File: config.mk
export PLATFORM = sky130hd
export DESIGN_NAME = regfile_write_arbiter
export DESIGN_NICKNAME = d
export VERILOG_FILES = /design/src/rtl/regfile_write_arbiter.sv
export SDC_FILE = /design/constraint.sdc
export NUM_CORES = 1
export LEC_CHECK = 0
export BUFFER_PORTS_ARGS = -buffer_cell sky130_fd_sc_hd__buf_2
export CAP_MARGIN = 15
export CORE_MARGIN = 3
export CORE_UTILIZATION = 35
export CTS_BUF_LIST = sky130_fd_sc_hd__clkbuf_8
export DETAILED_ROUTE_END_ITERATION = 12
export GPL_TIMING_DRIVEN = 0
export PLACE_DENSITY = 0.66
export SYNTH_ARGS = -nofsm -noshare
export SYNTH_HDL_FRONTEND = slang
export SYNTH_SLANG_ARGS = --single-unit
File: constraint.sdc
create_clock -name clk -period 2.3 [get_ports clk]
set_clock_uncertainty 0.1 [all_clocks]
set_input_delay 0.46 -clock clk [delete_from_list [all_inputs] [get_ports clk]]
set_output_delay 0.46 -clock clk [all_outputs]
set_load 0.01 [all_outputs]
File: src/rtl/regfile_write_arbiter.sv
`default_nettype none
// ============================================================================
// Module   : regfile_write_arbiter
// Purpose  : Arbitrates the single register-file write port between the ALU
//            and memory-load writeback paths, with an ALU anti-starvation mode.
// Revision : 1.0 - initial release
// ============================================================================
module regfile_write_arbiter #(
   parameter int DATA_W       = 32,
   parameter int ADDR_W       = 5,
   parameter int STARVE_LIMIT = 4
) (
   input  logic              clk,
   input  logic              rst_n,
   input  logic              alu_valid,
   input  logic [ADDR_W-1:0] alu_rd,
   input  logic [DATA_W-1:0] alu_data,
   output logic              alu_ready,
   input  logic              mem_valid,
   input  logic [ADDR_W-1:0] mem_rd,
   input  logic [DATA_W-1:0] mem_data,
   output logic              mem_ready,
   output logic [ADDR_W-1:0] rd,
   output logic              enable,
   output logic [DATA_W-1:0] DataWrite,
   output logic              grant_src,
   output logic [3:0]        starve_cnt
);

   typedef enum logic [0:0] {
      S_NORMAL = 1'b0,
      S_FAIR   = 1'b1
   } state_t;

   localparam logic [3:0] c_STARVE_LIMIT = 4'(STARVE_LIMIT);
   localparam logic [3:0] c_STARVE_MAX   = 4'hF;

   state_t              r_state;
   state_t              w_state_nxt;
   logic [3:0]          r_starve_cnt;
   logic [3:0]          w_starve_nxt;

   logic                w_alu_ready;
   logic                w_mem_ready;
   logic                w_alu_grant;
   logic                w_mem_grant;
   logic                w_any_grant;
   logic [ADDR_W-1:0]   w_sel_rd;
   logic [DATA_W-1:0]   w_sel_data;

   logic [ADDR_W-1:0]   r_rd;
   logic                r_enable;
   logic [DATA_W-1:0]   r_data;
   logic                r_grant_src;

   // Readies depend only on valids and state so a source's data never
   // feeds back into its own handshake.
   always_comb begin
      w_alu_ready = 1'b0;
      w_mem_ready = 1'b0;
      if (rst_n) begin
         case (r_state)
            S_FAIR: begin
               w_alu_ready = alu_valid;
               w_mem_ready = mem_valid & ~alu_valid;
            end
            default: begin
               w_mem_ready = mem_valid;
               w_alu_ready = alu_valid & ~mem_valid;
            end
         endcase
      end
   end

   assign w_alu_grant = alu_valid & w_alu_ready;
   assign w_mem_grant = mem_valid & w_mem_ready;
   assign w_any_grant = w_alu_grant | w_mem_grant;
   assign w_sel_rd    = w_mem_grant ? mem_rd   : alu_rd;
   assign w_sel_data  = w_mem_grant ? mem_data : alu_data;

   always_comb begin
      w_starve_nxt = r_starve_cnt;
      w_state_nxt  = r_state;

      if (w_alu_grant || !alu_valid) begin
         w_starve_nxt = 4'd0;
      end else if (w_mem_grant) begin
         w_starve_nxt = (r_starve_cnt == c_STARVE_MAX) ? c_STARVE_MAX
                                                       : r_starve_cnt + 4'd1;
      end

      case (r_state)
         S_NORMAL: begin
            if (w_starve_nxt >= c_STARVE_LIMIT) begin
               w_state_nxt = S_FAIR;
            end
         end
         S_FAIR: begin
            if (w_alu_grant || !alu_valid) begin
               w_state_nxt = S_NORMAL;
            end
         end
         default: w_state_nxt = S_NORMAL;
      endcase
   end

   always_ff @(posedge clk or negedge rst_n) begin
      if (!rst_n) begin
         r_state      <= S_NORMAL;
         r_starve_cnt <= 4'd0;
      end else begin
         r_state      <= w_state_nxt;
         r_starve_cnt <= w_starve_nxt;
      end
   end

   // Writes to x0 still occupy the port but never assert the enable.
   always_ff @(posedge clk or negedge rst_n) begin
      if (!rst_n) begin
         r_rd        <= '0;
         r_enable    <= 1'b0;
         r_data      <= '0;
         r_grant_src <= 1'b0;
      end else if (w_any_grant) begin
         r_rd        <= w_sel_rd;
         r_enable    <= (w_sel_rd != '0);
         r_data      <= w_sel_data;
         r_grant_src <= w_mem_grant;
      end else begin
         r_enable    <= 1'b0;
      end
   end

   assign alu_ready  = w_alu_ready;
   assign mem_ready  = w_mem_ready;
   assign rd         = r_rd;
   assign enable     = r_enable;
   assign DataWrite  = r_data;
   assign grant_src  = r_grant_src;
   assign starve_cnt = r_starve_cnt;

endmodule
`default_nettype wire

==> Word-level counts from Yosys, hierarchy flattened <==
Index checks and enable logic that the tools add are counted.
{ "totals": {"in_bits": 78, "register_bits": 44} }
{ "classes": {"n_eq_ne": 1, "magnitude_cmp": 1, "add_sub_neg": 1, "n_reduce_logical": 3, "n_bitwise": 8, "mux": 13} }
{ "op_table": {"columns": ["operator", "count"], "rows": [
  ["$mux W32", 1],
  ["$mux W4", 3],
  ["$mux W1", 7],
  ["$mux W5", 1],
  ["$reduce_bool A5 Y1", 1],
  ["$add A4 B1 Y4 const B", 1],
  ["$and A1 B1 Y1", 4],
  ["$eq A4 B4 Y1 const B", 1],
  ["$ge A4 B3 Y1 const B", 1],
  ["$not A1 Y1", 3],
  ["$pmux W1 S2", 1],
  ["$logic_not A1 Y1", 1],
  ["$logic_or A1 B1 Y1", 1],
  ["$or A1 B1 Y1", 1]
]} }

==> Longest topological paths before layout <==
Gate-level depths: netlist of run 1.
{ "logic_depth": {"word_depth": 10, "mapped_depth": 7, "depth_no_buf": 5} }

==> Least setup slack after synthesis of run 1 <==
Ideal clock, no wire load.
{ "synth_timing": {"path_kind": "input port to output port", "startpoint": "input port alu_valid", "endpoint": "output port mem_ready", "setup_slack_ns": 0.791, "required_ns": 1.740, "path_stages": 4, "n_path_buf": 1, "arrival_time_ns": 0.949, "path_cell_list": "nand2_1 -> nand2_4 -> inv_4 -> buf_2"} }
{ "synth_between": {"elab_chain_len": 4} }
{ "synth_lines": {"columns": ["element", "line", "rtl"], "rows": [
  ["start, declared", "15", "input logic alu_valid,"],
  ["$not A1 Y1", "65", "w_mem_ready = mem_valid & ~alu_valid;"],
  ["$and A1 B1 Y1", "65", null],
  ["$mux W1", "62", "case (r_state)"],
  ["$mux W1", "61", "if (rst_n) begin"],
  ["end, declared", "22", "output logic mem_ready,"]
]} }
Every way passes these cells.

==> Final worst setup path of run 1 <==
{ "layout_timing": {"startpoint": "register r_state", "endpoint": "output port mem_ready"} }
{ "layout_between": {"elab_chain_len": 2} }
{ "layout_lines": {"columns": ["element", "line", "rtl"], "rows": [
  ["start, declared", "38", "state_t r_state;"],
  ["start signal, assigned", "112", "r_state <= w_state_nxt;"],
  ["$mux W1", "62", null],
  ["$mux W1", "61", null]
]} }
Every way passes these cells.

==> results of run 1 <==
[cells in the final DEF, fill, tap and decap left out, types with 2 or more instances in the layout]
cell type,netlist,layout
inv_1,3,4
dlygate4sd3_1,0,2
a31oi_1,3,3
o21ai_1,7,7
mux2i_1,37,37
buf_6,7,8
buf_2,2,123
clkbuf_1,2,2
o21ai_0,33,33
a211oi_1,2,2
clkbuf_8,0,6
dfrtp_1,44,44
nand2_1,41,41
nor2_1,4,4
[where the power goes]
| part | leakage (uW) | internal (uW) | switching [uW] | total, uW |
|---|---|---|---|---|
| clock network | 0.0000486 | 240 | 262 | 502 |
| logic | 0.00111 | 211 | 224 | 435 |
| registers | 0.000545 | 872 | 51.0 | 923 |
| total | 0.00170 | 1320 | 537 | 1860 |
[state kept, by name, indices dropped and copies added, names as in the netlist]
register,flops
DataWrite,32
rd,5
starve_cnt,4
enable,1
grant_src,1
r_state,1
[worst max-delay path: stages, from the launching register on]
cell and delay (ps):
dfrtp_1 410, nand2_1 200, nand2_4 90, inv_4 90, buf_2 220, buf_2 160
[cells in the mapped netlist (all sizes together) (3+ instances only)]
cell,n
dfrtp,44
nand2,42
o21ai,40
mux2i,37
buf,9
inv,4
nor2,4
a211oi,3
a31oi,3
clkbuf,3
[per-stage QoR]
step / hold slack (ps) / setup WS (ps)
2_1_floorplan: 64.4 / 791
4_1_cts: 254 / 231
3_5_place_dp: 358 / -486
5_1_grt: 245 / 142
3_3_place_gp: 356 / -456
6_report: 260 / 260
[logic make-up (layout without fill, tap and decap cells)]
group	Yosys count	count (layout)	share of synthesized area [%]
adders and majority gates	1	1	0.588
and+or+nand+nor	55	55	12.1
DFF	44	44	51.7
muxes	37	37	17.4
buffers and inverters	16	149	5.59
AOI/OAI and AO/OA	49	49	12.6
[area by class of cell]
cell class | count | area, sq um | share of cell area, %
Buffer | 12 | 101 | 3.42
Clock buffer | 6 | 82.6 | 2.79
Clock inverter | 2 | 11.3 | 0.380
Inverter | 4 | 17.5 | 0.591
Multi-Input combinational cell | 142 | 908 | 30.6
Sequential cell | 44 | 1100 | 37.1
Tap cell | 72 | 90.1 | 3.04
Timing Repair Buffer | 125 | 652 | 22.0
[repair_timing]
item,in CTS,in global routing
hold buffers,2,0
endpoints found under the hold margin,23,0
endpoints found under the setup margin,2,0
gates resized for setup,2,0
[per-layer routing]
layer	up-vias	share of wire [%]	track usage [%]	routed length, um
li1	964	-	-	-
met1	885	44	20.1	2420
met2	84	48	28.0	2640
met3	5	7.8	4.15	433
met4	0	0.96	4.82	53
met5	-	0	0	0
[path summary, 6_finish.rpt]
kind	startpoint	end	slack [ps]
max	r_state	mem_ready	260
min	mem_data[14]	DataWrite[14]	260
min reg2reg	grant_src	grant_src	370
min in group asynchronous	rst_n	DataWrite[13]	610
max reg2reg	r_state	DataWrite[11]	770
max in group asynchronous	rst_n	rd[3]	740
==> metrics.txt, run 1 <==
status=finished, final reports clean; die width=roughly 84 um; placed inst area=2830 sq um; Hold Crit Depth=3; final hold vios=0; largest area contributor in the netlist=dfrtp_1; Synth area leaders=dfrtp_1 52%, mux2i_1 17%, o21ai_0 7.8%; EDFF count, synth=0; final wirelength=5.54 mm; clk sink count=44; DR vias/cell=4.76; Seq cells post-synth=44; HP Class=input pin to flip-flop; fin nets=413; antenna diode instance count=0; Tcrit/Tclk final=roughly nine tenths; Slew HR=35.7%; Arr. time, crit path=1480 ps; CP Max Fanout=10; Std-Cell Rows=27; number of fill cells=537; post-synth net total=approximately 280; Worst Setup End Kind=output pin; pin count of the biggest net entering global routing=24; Setup crit start kind=flip-flop; Total Die Area=7050 sq um; H-tree depth=2; Post-Layout Inst Area=2960 sq um; Cell Area, Synth=2130 sq um; initial antenna violation count=0; distinct cell type count after synthesis=29; worst slew pin tran=slightly below 1000 ps; cells on worst reg2reg path=5; drt pass-1 iters=4; Gate Count Post-Synth=202; DP HPWL=4.14 mm; CTS tree=yes; FMAX=490 MHz; Initial Util=37.3%; Skew-Pair Late Insertion Delay=290 ps; Post-CTS Setup Bufs=0; layout cell share with drive strength beyond 1=around 44%; Num CTS Buffers=5; clock period minus worst slack=2040 ps; Static Leak=0.00170 uW; RSZ-0062 raised after global routing=false; PortBufs=around 120; Setup CP Type=flip-flop to output pin; prevailing post-synth register cell=dfrtp_1; first-pass GRT wire length=roughly 9.3 mm; DRC viols=0; Max VDD drop=0.298 mV; gpl congestion=0.750; global-route usage over all layers=16.3%; CTS clk-pin slew, worst paths=90 ps; antenna-violating nets left=0; max cap viols=0; Yosys warnings=0; Placed Cells=about 400; Synth top area share=51.7%; post-route core utilization=51.9%; Clock Path Buffers=2; Final Total Pwr=1860 uW; Root Buffer=clkbuf_8; vias in the first global route=1,970; syn_area_per_cell=10.5 sq um; post-synthesis sequential area ratio=51.7%; Critical Path RT=1740 ps; initial DRC count=27; GRT overflow=0; power per cell area=628 nW/um^2; chip height=84.0 um; Max Slew Vio Count=0; # setup viols final=0; Ports=123; Synth async-reset ratio=between 90% and 100%; fin cells=407; Via Count=1,938; Synth-to-Final Area Change=39.3%; core footprint=5710 sq um; per-cell routed wire length=13.6 um; Setup TNS=0 ps
No activity file was read; power rests on OpenSTA's default activity.
==> run 2: changes to the inputs <==
Clock period 2.3 ns to 2.33 ns, I/O delays scaled along.
==> run 2 against run 1 <==
Effect of this change:
- global-route usage is essentially flat
- register-to-register slack better by 40 ps
- hold slack worse by 240 ps
- critical path depth did not move
- highest routed layer unchanged
- design area decreased by 0.17%
- total power shrank 1.3%
- die area stayed put
- via count did not move
- wire length is 0.60% lower
- cell count down 0.25%
- sequential cell count unchanged
- sequential power shrank 1%
==> metrics.txt, run 2 (synthesis results as in run 1) <==
gpl congestion=0.750 (unchanged); CP Max Fanout=10 (unchanged); FMAX=488 MHz; CP Cell Sequence=nand2_1 -> nand2_4 -> inv_4 -> buf_2 -> buf_2; critical path's top delay family=buffers and inverters; status=finished, final reports clean; per-cell routed wire length=13.6 um (-0.35%); Buf+Inv Stages, Crit Path=3 (unchanged); Final Total Pwr=1840 uW (-1.3%); fin cells=406 (-0.25%); core footprint=5710 sq um (unchanged); Root Buffer=clkbuf_8; clock period minus worst slack=2050 ps; H-tree depth=2 (unchanged); CTS clk-pin slew, worst paths=90 ps (about the same); drt pass-1 iters=4 (unchanged); Slew HR=73.9% (+38 points); worst slew pin tran=392 ps (-569 ps); final hold vios=0 (unchanged); DRC viols=0 (unchanged); GRT overflow=0 (unchanged); chip height=84.0 um (unchanged); HP Class=input pin to asynchronous set/reset pin; antenna-violating nets left=0 (unchanged); Initial Util=37.3% (unchanged); final wirelength=5.51 mm (-0.60%); Sw Ratio=28.9% (about the same); power per cell area=621 nW/um^2 (-1.1%); Critical Path RT=1760 ps (+20 ps); global-route usage over all layers=16.3% (-0.021 points); layout cell share with drive strength beyond 1=44.0% (+0.13 points); CTS tree=yes; hold slack=22.2 ps (-238 ps); fin nets=412 (-0.24%); # setup viols final=0 (unchanged); most frequent cells in the layout=123 x buf_2, 44 x dfrtp_1, 41 x nand2_1; Max Slew Vio Count=0 (unchanged); Clock Path Buffers=2 (unchanged); Setup CP Type=flip-flop to output pin; Multi-input gate area=908 sq um (unchanged); Ports=123 (unchanged); Post-CTS Setup Bufs=0 (unchanged); vias in the first global route=1,963 (-0.36%); RSZ-0062 raised after global routing=false; Tcrit/Tclk final=87.9%; first-pass GRT wire length=9.36 mm (+0.15%); slowest cell delay on critical path=410 ps (about the same); Reg power frac=49.6% (about the same); Worst Setup End Kind=output pin; initial antenna violation count=0 (unchanged); max cap viols=0 (unchanged); Max VDD drop=0.293 mV (-1.9%); Int Pwr=1310 uW (-1.3%); slowest CP cell=dfrtp_1; pin count of the biggest net entering global routing=38 (+58%); initial DRC count=33 (+22%); max reg flops=32 (unchanged); Via Count=1,938 (unchanged); antenna diode instance count=0 (unchanged); number of fill cells=536 (-0.19%); PortBufs=122 (unchanged); storage element area=1100 sq um (unchanged); Setup crit start kind=flip-flop; Static Leak=0.00170 uW (-0.13%); DR vias/cell=4.77 (+0.25%); Std-Cell Rows=27 (unchanged); commonest non-fill, non-tap cell in the layout=buf_2; CP most frequent cell=buf_2; clk sink count=44 (unchanged); Num CTS Buffers=5 (unchanged); Arr. time, crit path=1480 ps (about the same); DP HPWL=4.14 mm (unchanged); clock network fraction of design power=27.0% (about the same); Synth-to-Final Area Change=39.0%; Total Die Area=7050 sq um (unchanged); NetSw=530 uW (-1.3%); die width=84.0 um (unchanged); combinational share of power=23.4% (about the same); Placed Cells=396 (unchanged); Skew-Pair Late Insertion Delay=300 ps (about the same)
## run 2: routing by layer
layer / wire length [um] / track usage [%] / vias up
li1: - / - / 965
met2: 2650 / 27.5 / 78
met1: 2370 / 20.4 / 890
met3: 432 / 4.15 / 5
met4: 53 / 4.82 / 0
met5: 0 / 0 / -
## run 2: final timing paths
path / start / to / slack (ps) / depth (start not counted)
setup / recovery: r_state / mem_ready / 280 / 5
hold / removal: rst_n / DataWrite[19] / 20 / 2
setup reg to reg: r_state / DataWrite[11] / 810 / 5
hold reg to reg: grant_src / grant_src / 370 / 2
max in group asynchronous: rst_n / DataWrite[28] / 1340 / 2
min in group clk: mem_data[14] / DataWrite[14] / 270 / 3
## run 2: layout make-up
class | count | area share (%)
timing repair buffer | 124 | 21.9
tap | 72 | 3.04
clock inverter | 2 | 0.381
buffer | 12 | 3.42
sequential | 44 | 37.2
multi-input combinational | 142 | 30.7
clock buffer | 6 | 2.79
inverter | 4 | 0.592
## run 2: power groups by stage
stage	Combinational, uW	Clock (uW)	Sequential [uW]
2_1_floorplan	163	0	973
3_3_place_gp	426	0	925
3_5_place_dp	433	0	926
4_1_cts	439	512	913
5_1_grt	477	558	928
6_report	429	497	911
## run 2: stage by stage
stage	instance area [sq um]	setup TNS, ps	setup slack (ps)	utilization [%]
4_1_cts	2960	0	255	51.8
6_report	2960	0	282	51.8
2_1_floorplan	2130	0	809	-
3_3_place_gp	2830	-5290	-438	49.6
3_5_place_dp	2830	-7390	-468	49.6
5_1_grt	2960	0	166	51.8
## run 2: timing repair
item                       4_1_cts  5_1_grt
hold buffers                     2        0
hold endpoints to repair         7        0
gates resized for setup          2        0
setup endpoints to repair        2        0
==> run 3: changes to the inputs <==
Settings changed: RECOVER_POWER set to 50.
==> run 3 against run 2 <==
Effect of this change:
- the flow now finishes with violations (max-capacitance violations, max-slew violations)
- die area stayed put
- combinational power is 4% lower
- fmax is 0.41% higher
- clock-buffer cell count stayed put
- clock power hardly changed
- critical path type unchanged
- hold slack better by 240 ps
- wire length is 0.56% higher
- register-to-register slack worse by 160 ps
- critical endpoint unchanged
- sequential share of layout area is 0.61 points higher
- largest cell class unchanged
==> metrics.txt, run 3 (synthesis results as in run 1) <==
status=finished with violations; failing checks=max-capacitance violations, max-slew violations; hold slack=266 ps (+244 ps); Max Slew Vio Count=38 (+38); most frequent cells in the layout=105 x buf_2, 44 x dfrtp_1, 41 x nand2_1; Final Total Pwr=1820 uW (-0.84%); gpl congestion=0.750 (unchanged); antenna diode instance count=0 (unchanged); Initial Util=37.3% (unchanged); placed inst area=2830 sq um (unchanged); PortBufs=122 (unchanged); first-pass GRT wire length=9.36 mm (unchanged); cells on worst reg2reg path=7 (+2); Num CTS Buffers=5 (unchanged); Clock Path Buffers=2 (unchanged); Tcrit/Tclk final=87.5% (-0.36 points); commonest non-fill, non-tap cell in the layout=buf_2; Skew-Pair Late Insertion Delay=300 ps (about the same); core footprint=5710 sq um (unchanged); RSZ-0062 raised after global routing=false; HP Class=input pin to flip-flop; power per cell area=626 nW/um^2 (+0.78%); H-tree depth=2 (unchanged); DR vias/cell=4.75 (-0.52%); # setup viols final=0 (unchanged); Ports=123 (unchanged); fin nets=412 (unchanged); CTS tree=yes; Root Buffer=clkbuf_8; Total Die Area=7050 sq um (unchanged); slowest CP cell=dfrtp_1; CP Cell Sequence=nand2_1 -> nand2_4 -> inv_4 -> buf_2 -> buf_2; initial antenna violation count=0 (unchanged); Post-CTS Setup Bufs=0 (unchanged); max reg flops=32 (unchanged); Worst Setup End Kind=output pin; Static Leak=0.00164 uW (-3.5%); Setup CP Type=flip-flop to output pin; Critical Path RT=1760 ps (about the same); max cap viols=1 (+1); final hold vios=0 (unchanged); DRC viols=0 (unchanged); pin count of the biggest net entering global routing=38 (unchanged); Synth-to-Final Area Change=36.8%; FMAX=490 MHz (+0.41%); GRT overflow=0 (unchanged); layout cell share with drive strength beyond 1=37.4% (-6.6 points); worst slew pin tran=1630 ps (+1240 ps); final wirelength=5.54 mm (+0.56%); Via Count=1,928 (-0.52%); chip height=84.0 um (unchanged); CP most frequent cell=buf_2; clock period minus worst slack=2040 ps (-8.29 ps); vias in the first global route=1,963 (unchanged); Arr. time, crit path=1470 ps (about the same); post-route core utilization=51.0% (-0.83 points); number of cells on the critical path=5 (unchanged); Setup crit start kind=flip-flop; clk sink count=44 (unchanged); slowest cell delay on critical path=410 ps (about the same); per-cell routed wire length=13.6 um (+0.56%); drt pass-1 iters=4 (unchanged); CTS clk-pin slew, worst paths=90 ps (about the same); Max VDD drop=0.292 mV (about the same); Hold Crit Depth=3; Post-Layout Inst Area=2910 sq um (-1.6%); Std-Cell Rows=27 (unchanged); die width=84.0 um (unchanged); DP HPWL=4.14 mm (unchanged); global-route usage over all layers=16.3% (unchanged); CP Max Fanout=10 (unchanged); Slew HR=-8.95% (-83 points); initial DRC count=40 (+21%); Buf+Inv Stages, Crit Path=3 (unchanged); critical path's top delay family=buffers and inverters; antenna-violating nets left=0 (unchanged)
[run 3: cell count changes in the layout (fill, tap and decap cells not counted)]
cell	before	now
clkbuf_1	2	21
buf_2	123	105
a211oi_1	2	3
a211oi_2	1	0
buf_12	1	0
buf_6	8	7
dlymetal6s4s_1	0	1
nor3_1	0	1
nor3_2	1	0
[run 3: stage by stage]
| stage | setup TNS (ps) | worst slack (ps) | cells |
|---|---|---|---|
| floorplan | 0 | 809 | 202 |
| global placement | -5290 | -438 | 396 |
| detailed placement | -7390 | -468 | 396 |
| CTS | 0 | 255 | 406 |
| global route | 0 | 101 | 406 |
| finish | 0 | 290 | 406 |
[run 3: report_power, final]
group	switching (uW)	internal (uW)
Combinational	220	193
Clock	259	237
Sequential	51.9	861
[run 3: final cells by class]
type / count / area (sq um)
inverter: 4 / 17.5
clock buffer: 6 / 82.6
sequential: 44 / 1100
tap: 72 / 90.1
fill: 548 / 2800
timing repair buffer: 124 / 617
multi-input combinational: 142 / 898
buffer: 12 / 93.8
clock inverter: 2 / 11.3
[run 3: worst min-delay path: stages]
cell	delay, ps
buf_2	80
nand2_1	30
o21ai_0	50
[run 3: timing repair]
| action | CTS | global route |
|---|---|---|
| hold endpoints to repair | 7 | 0 |
| hold buffers | 2 | 0 |
| endpoints found under the setup margin | 2 | 0 |
| gates resized for setup | 2 | 0 |
[run 3: per-layer routing]
metal / track usage [%] / up-vias / part of all wire [%]
met3: 4.15 / 5 / 7.6
met1: 20.4 / 884 / 43
met5: 0 / - / 0
met4: 4.82 / 0 / 0.96
met2: 27.5 / 76 / 48
li1: - / 963 / -
[run 3: path summary, 6_finish.rpt]
kind	start	end	slack [ps]
worst max register to register	r_state	DataWrite[4]	650
worst max-delay path	r_state	mem_ready	290
worst min-delay path	mem_data[14]	DataWrite[14]	270
min in group asynchronous	rst_n	DataWrite[22]	510
worst min register to register	grant_src	grant_src	380
max in group asynchronous	rst_n	DataWrite[11]	480
